===== config.mk =====
export PLATFORM = sky130hd
export DESIGN_NAME = mult_col_acc
export DESIGN_NICKNAME = d
export VERILOG_FILES = /design/src/rtl/mult_col_acc_pkg.sv /design/src/rtl/mult_col_acc.sv
export SDC_FILE = /design/constraint.sdc
export NUM_CORES = 2
export LEC_CHECK = 0
export CAP_MARGIN = 20
export CORE_AREA = 2 2 309 311
export DETAILED_ROUTE_END_ITERATION = 8
export DIE_AREA = 0 0 311 313
export DONT_BUFFER_PORTS = 1
export GPL_ROUTABILITY_DRIVEN = 0
export MAX_ROUTING_LAYER = met4
export PLACE_DENSITY = 0.62
export SYNTH_ARGS = -nofsm -noshare
export SYNTH_HDL_FRONTEND = slang
export SYNTH_SLANG_ARGS = --single-unit

===== constraint.sdc =====
create_clock -name clk -period 15.23 [get_ports clk]
set_input_delay 1.523 -clock clk [delete_from_list [all_inputs] [get_ports clk]]
set_output_delay 1.523 -clock clk [all_outputs]
set_load 0.03 [all_outputs]

===== src/rtl/mult_col_acc_pkg.sv =====
// ---------------------------------------------------------------------------
// mult_col_acc_pkg
// Shared constants and types for the column-wise product accumulator that
// sits behind the 128x128 mult core.
//   WORD_W    : result word width (half of a mult product)
//   GUARD_W   : extra accumulator bits above a full product
//   ACC_W     : accumulator width, 2*WORD_W + GUARD_W
//   OPERAND_W : operand width of the surrounding modular multiplier
//   IDX_W     : output word index width
//   state_t   : IDLE / ACC / FLUSH
// ---------------------------------------------------------------------------
package mult_col_acc_pkg;

    localparam int WORD_W    = 128;
    localparam int GUARD_W   = 8;
    localparam int ACC_W     = 2 * WORD_W + GUARD_W;
    localparam int OPERAND_W = 4096;
    // A full product of two OPERAND_W operands spans this many result words.
    localparam int NUM_WORDS = 2 * (OPERAND_W / WORD_W);
    localparam int IDX_W     = $clog2(NUM_WORDS + 1);

    typedef enum logic [1:0] {
        ST_IDLE  = 2'd0,
        ST_ACC   = 2'd1,
        ST_FLUSH = 2'd2
    } state_t;

endpackage


===== src/rtl/mult_col_acc.sv =====
// ---------------------------------------------------------------------------
// mult_col_acc
// Product-scanning accumulator. Sums every 256-bit partial product of one
// result column, emits the low word of the column sum and carries the rest
// into the next column. After the last product a single flush word (the
// remaining carry) is emitted with o_out_last set. No backpressure.
//
// Ports
//   clk           : clock, rising edge
//   rst           : asynchronous active-high reset
//   i_start       : 1-cycle pulse, clears state and enters ACC (aborts)
//   i_p_valid     : partial product present
//   i_p_hi/i_p_lo : upper/lower halves of the product
//   i_p_col_end   : last product of its column (qualified by i_p_valid)
//   i_p_last      : last product of the multiplication
//   o_out_valid   : single-cycle pulse, word/idx/last valid
//   o_out_word    : finished result word
//   o_out_idx     : word index, 0 = least significant
//   o_out_last    : marks the flush word
//   o_busy        : high in ACC or FLUSH
//   o_err         : sticky error, cleared by start or rst
// ---------------------------------------------------------------------------
module mult_col_acc
    import mult_col_acc_pkg::*;
(
    input  logic              clk,
    input  logic              rst,
    input  logic              i_start,
    input  logic              i_p_valid,
    input  logic [WORD_W-1:0] i_p_hi,
    input  logic [WORD_W-1:0] i_p_lo,
    input  logic              i_p_col_end,
    input  logic              i_p_last,
    output logic              o_out_valid,
    output logic [WORD_W-1:0] o_out_word,
    output logic [IDX_W-1:0]  o_out_idx,
    output logic              o_out_last,
    output logic              o_busy,
    output logic              o_err
);

    state_t             r_state;
    logic [ACC_W-1:0]   r_acc;
    logic [IDX_W-1:0]   r_index;
    logic               r_out_valid;
    logic [WORD_W-1:0]  r_out_word;
    logic [IDX_W-1:0]   r_out_idx;
    logic               r_out_last;
    logic               r_busy;
    logic               r_err;

    logic [ACC_W-1:0]   w_sum;
    logic               w_col_end;
    logic               w_idx_max;
    logic               w_flush_ovf;

    always_comb begin
        w_sum       = r_acc + ACC_W'({i_p_hi, i_p_lo});
        // A last product always closes its column, flagged or not.
        w_col_end   = i_p_col_end | i_p_last;
        w_idx_max   = (r_index == {IDX_W{1'b1}});
        // Anything left above the flush word cannot be represented.
        w_flush_ovf = (r_acc[ACC_W-1:WORD_W] != '0);
    end

    always_ff @(posedge clk or posedge rst) begin
        if (rst) begin
            r_state     <= ST_IDLE;
            r_acc       <= '0;
            r_index     <= '0;
            r_out_valid <= 1'b0;
            r_out_word  <= '0;
            r_out_idx   <= '0;
            r_out_last  <= 1'b0;
            r_busy      <= 1'b0;
            r_err       <= 1'b0;
        end else begin
            // Emission strobes are pulses; only the cases below raise them.
            r_out_valid <= 1'b0;
            r_out_last  <= 1'b0;

            if (i_start) begin
                // Start overrides everything, including a product this cycle.
                r_state <= ST_ACC;
                r_acc   <= '0;
                r_index <= '0;
                r_busy  <= 1'b1;
                r_err   <= 1'b0;
            end else begin
                case (r_state)
                    ST_ACC: begin
                        if (i_p_valid) begin
                            if (w_col_end) begin
                                r_out_word  <= w_sum[WORD_W-1:0];
                                r_out_idx   <= r_index;
                                r_out_valid <= 1'b1;
                                r_index     <= r_index + IDX_W'(1);
                                r_acc       <= w_sum >> WORD_W;
                                if (w_idx_max) begin
                                    r_err <= 1'b1;
                                end
                            end else begin
                                r_acc <= w_sum;
                            end
                            if (i_p_last) begin
                                r_state <= ST_FLUSH;
                                if (!i_p_col_end) begin
                                    r_err <= 1'b1;
                                end
                            end
                        end
                    end
                    ST_FLUSH: begin
                        r_out_word  <= r_acc[WORD_W-1:0];
                        r_out_idx   <= r_index;
                        r_out_valid <= 1'b1;
                        r_out_last  <= 1'b1;
                        // A product arriving now is dropped and flagged.
                        if (w_flush_ovf || i_p_valid) begin
                            r_err <= 1'b1;
                        end
                        r_state <= ST_IDLE;
                        r_busy  <= 1'b0;
                        r_acc   <= '0;
                        r_index <= '0;
                    end
                    default: begin
                        // IDLE: products are ignored until start.
                    end
                endcase
            end
        end
    end

    assign o_out_valid = r_out_valid;
    assign o_out_word  = r_out_word;
    assign o_out_idx   = r_out_idx;
    assign o_out_last  = r_out_last;
    assign o_busy      = r_busy;
    assign o_err       = r_err;

endmodule


==> flow_metrics.env <==
export IMPL_end_kind="flop"
export IMPL_fin_cells=6164
export IMPL_crit_fanout=5
export IMPL_final_common_cell="nand2_1"
export IMPL_layout_nets=5327
export IMPL_rows=113
export IMPL_num_vias=41700
export IMPL_maxSlewViolCount=0
export IMPL_r2r_start="r_acc[21]"
export IMPL_cts_clk_slew_worst_paths_ns=0.07
export IMPL_drive_above_1_share_pct=3.67
export IMPL_post_cts_buffers=0
export IMPL_grtUsageTotal_pct=37.4
export IMPL_drtIter0Drc=5977
export IMPL_synth_adder_area_share_pct=8.71
export IMPL_fmax_ghz=0.145
export IMPL_worstSetupStartpointType="input port"
export IMPL_max_cap_violations=0
export IMPL_die_area_um2=97300
export IMPL_cts_htree_levels=2
export IMPL_ctsHoldBuffers=0
export IMPL_tns_ns=0
export IMPL_worst_path_largest_cell_delay_ns=0.95
export IMPL_clock_latency_ns=0.67
export IMPL_ctsResizeCount=0
export IMPL_initial_utilization_pct=39.7
export IMPL_routed_via_density=6.76
export IMPL_leakagePower_nw=17.2
export IMPL_die_w_um=311
export IMPL_area_growth_pct=7.45
export IMPL_worstPathArrival_ns=7.48
export IMPL_rsz0062_at_grt="no"
export IMPL_hold_depth=2
export IMPL_synthMuxAreaShare_pct=1.21
export IMPL_io_pins=401
export IMPL_whs_ns=0.518
export IMPL_mostFrequentLayoutCells="nand2_1, a21oi_1, o21ai_0"
export IMPL_dr_pass1_iters=7
export IMPL_status="complete, no violations"
export IMPL_crit_type="input port to flop"
export IMPL_slew_headroom_pct=16.8
export IMPL_final_util_pct=42.7
export IMPL_fin_crit_sh_pct=45.3
export IMPL_path_cells="ha_1 > nand2_1 > nor3_1 > nand4_1 > a211oi_1 > or2_2 > a21o_1 > a31oi_1 > o31ai_1 > a41o_1 > nor2_1 > nor2_1 > a31oi_1 > xnor2_1 > a22oi_1 > o21ai_0"
export IMPL_max_vdd_ir_drop_uv=85.2
export IMPL_synth_cells=5005
export IMPL_power_density_nw_per_um2=118
export IMPL_setup_viol=0
export IMPL_total_power_mw=4.74
export IMPL_synth_fp_nets=5527
export IMPL_grt_max_degree=144
export IMPL_clockBufferDepth=3
export IMPL_core_region_area_um2=94200
export IMPL_yosys_warnings=0
export IMPL_synth_ff_type="dfrtp_1"
export IMPL_finalHoldViolCount=0
export IMPL_reg2reg_depth=16
export IMPL_routedWlPerCell_um=30.0
export IMPL_critical_path_slowest_cell="o31ai_1"
export IMPL_antenna_found_initial=46
export IMPL_yosysSeqAreaShare_pct=27.6
export IMPL_wl_um=185000
export IMPL_hp_class="flop to flop"
export IMPL_ys_seq_elements=412
export IMPL_final_antenna_net_count=0
export IMPL_r2r_slack_ns=8.75
export IMPL_cts_tree="built"
export IMPL_tightestPinTransition_ns=1.23
export IMPL_cts_made_buffers=52
export IMPL_synth_top_family_by_area="compound AO/OA/AOI/OAI gates"
export IMPL_grt_pass1_wl_um=262000
export IMPL_required_ns=15.82
export IMPL_synth_edf_count=0
export IMPL_syn_area_um2=37400
export IMPL_placed_cells=6014
export IMPL_fill_cells=9864
export IMPL_drcViolationCount=0
export IMPL_first_global_vias=38600
export IMPL_fin_crit_ns=6.90
export IMPL_synthArstFlopShare_pct=100
export IMPL_whs_endpoint="r_acc[205]"
export IMPL_synth_compound_area_share_pct=31.2
export IMPL_avgSynthCellArea_um2=7.48
export IMPL_hpwlAfterDp_um=149000
export IMPL_dieHeight_um=313
export IMPL_skew_ns=0.0309
export IMPL_synth_xor_area_share_pct=5.85
export IMPL_yosys_area_share_simple_pct=21.1
export IMPL_port_buffers=0
export IMPL_worstReg2RegEnd="r_acc[86]"
export IMPL_root_buffer="clkbuf_16"
export IMPL_min_from="r_acc[205]"
export IMPL_grt_overflow=0
export IMPL_ys_types=83
export IMPL_clkSinkCount=412
-- area by class of cell --
class | instances | area, um^2 | share of cell area [%]
multi-input combinational | 4163 | 25500 | 63.5
antenna | 50 | 125 | 0.311
inverter | 150 | 573 | 1.43
clock buffer | 69 | 1490 | 3.70
tap | 1265 | 1580 | 3.94
sequential | 412 | 10300 | 25.6
timing repair buffer | 26 | 218 | 0.541
clock inverter | 29 | 368 | 0.915
-- how the worst max path moves through the flow --
stage / from / to / slack (ns) / cells past startpoint
finish: i_p_lo[21] / r_acc[86] / 8.33 / 16
global route: i_p_lo[0] / r_acc[134] / 8.27 / 17
CTS: i_p_lo[0] / r_acc[130] / 8.60 / 16
detailed placement: i_p_lo[0] / r_acc[130] / 7.96 / 16
global placement: i_p_lo[0] / r_acc[130] / 8.04 / 16
floorplan: rst / o_busy / 2.24 / 1
-- registers in the layout, summed over array words and instances (netlist names) --
name,cells
r_state,2
o_out_idx,7
r_acc,264
o_busy,1
o_err,1
o_out_word,128
o_out_valid,1
r_index,7
o_out_last,1
-- layer usage --
layer / track usage (%) / part of all wire [%]
met4: 21.8 / 7.4
met3: 13.4 / 14
met5: - / 0
met1: 43.9 / 36
met2: 54.9 / 42
-- power by group --
| group | internal (mW) | leakage [nW] | switching (mW) |
|---|---|---|---|
| logic | 0.448 | 10.9 | 1.05 |
| clock network | 0.796 | 0.892 | 0.568 |
| registers | 1.31 | 5.41 | 0.574 |
-- synthesized netlist by cell type, types with 18 or more instances --
library cell,number,area share (%)
dfrtp_1,412,28
a21o_1,100,2.0
a221oi_1,18,0.42
a21boi_0,35,0.70
o31ai_1,29,0.58
a31oi_1,71,1.2
o21ai_0,505,6.8
nand3_1,65,0.87
a211oi_1,21,0.42
mux2i_1,43,1.2
a222oi_1,57,1.5
nor2_1,482,4.8
o21a_1,70,1.4
a22o_1,79,1.8
nand2_1,692,6.9
nor3_1,99,1.3
a221o_1,27,0.72
xor2_1,102,2.4
clkbuf_1,254,2.5
a22oi_1,35,0.70
nor4_1,76,1.3
xnor2_1,148,3.5
nor2b_1,22,0.37
nand2b_1,30,0.50
or2_2,26,0.43
or3_1,23,0.38
a21oi_1,580,7.8
o21bai_1,88,1.8
o211ai_1,27,0.54
ha_1,259,8.7
inv_1,149,1.5
nand4_1,168,2.8
-- worst max-delay path: cells and delay by family --
family	cells	cell delay [ns]
adder cells (fa/ha/maj)	1	0.35
AO/OA/AOI/OAI	8	3.22
AND/OR/NAND/NOR	6	1.66
XOR/XNOR	1	0.69
-- per-stage QoR --
step | worst slack, ns | cell area, um^2
floorplan | 2.24 | 37400
global placement | 8.04 | 38200
detailed placement | 7.96 | 38200
CTS | 8.60 | 40100
global route | 8.27 | 40200
finish | 8.33 | 40200
-- kinds of logic after synthesis --
group / after synthesis
AND/OR/NAND/NOR: 1750
adder cells (fa/ha/maj): 260
multiplexers: 45
XOR/XNOR: 250
flip-flops: 412
buffers and inverters: 430
AO/OA/AOI/OAI: 1858
(Power assumes the default switching activity.)
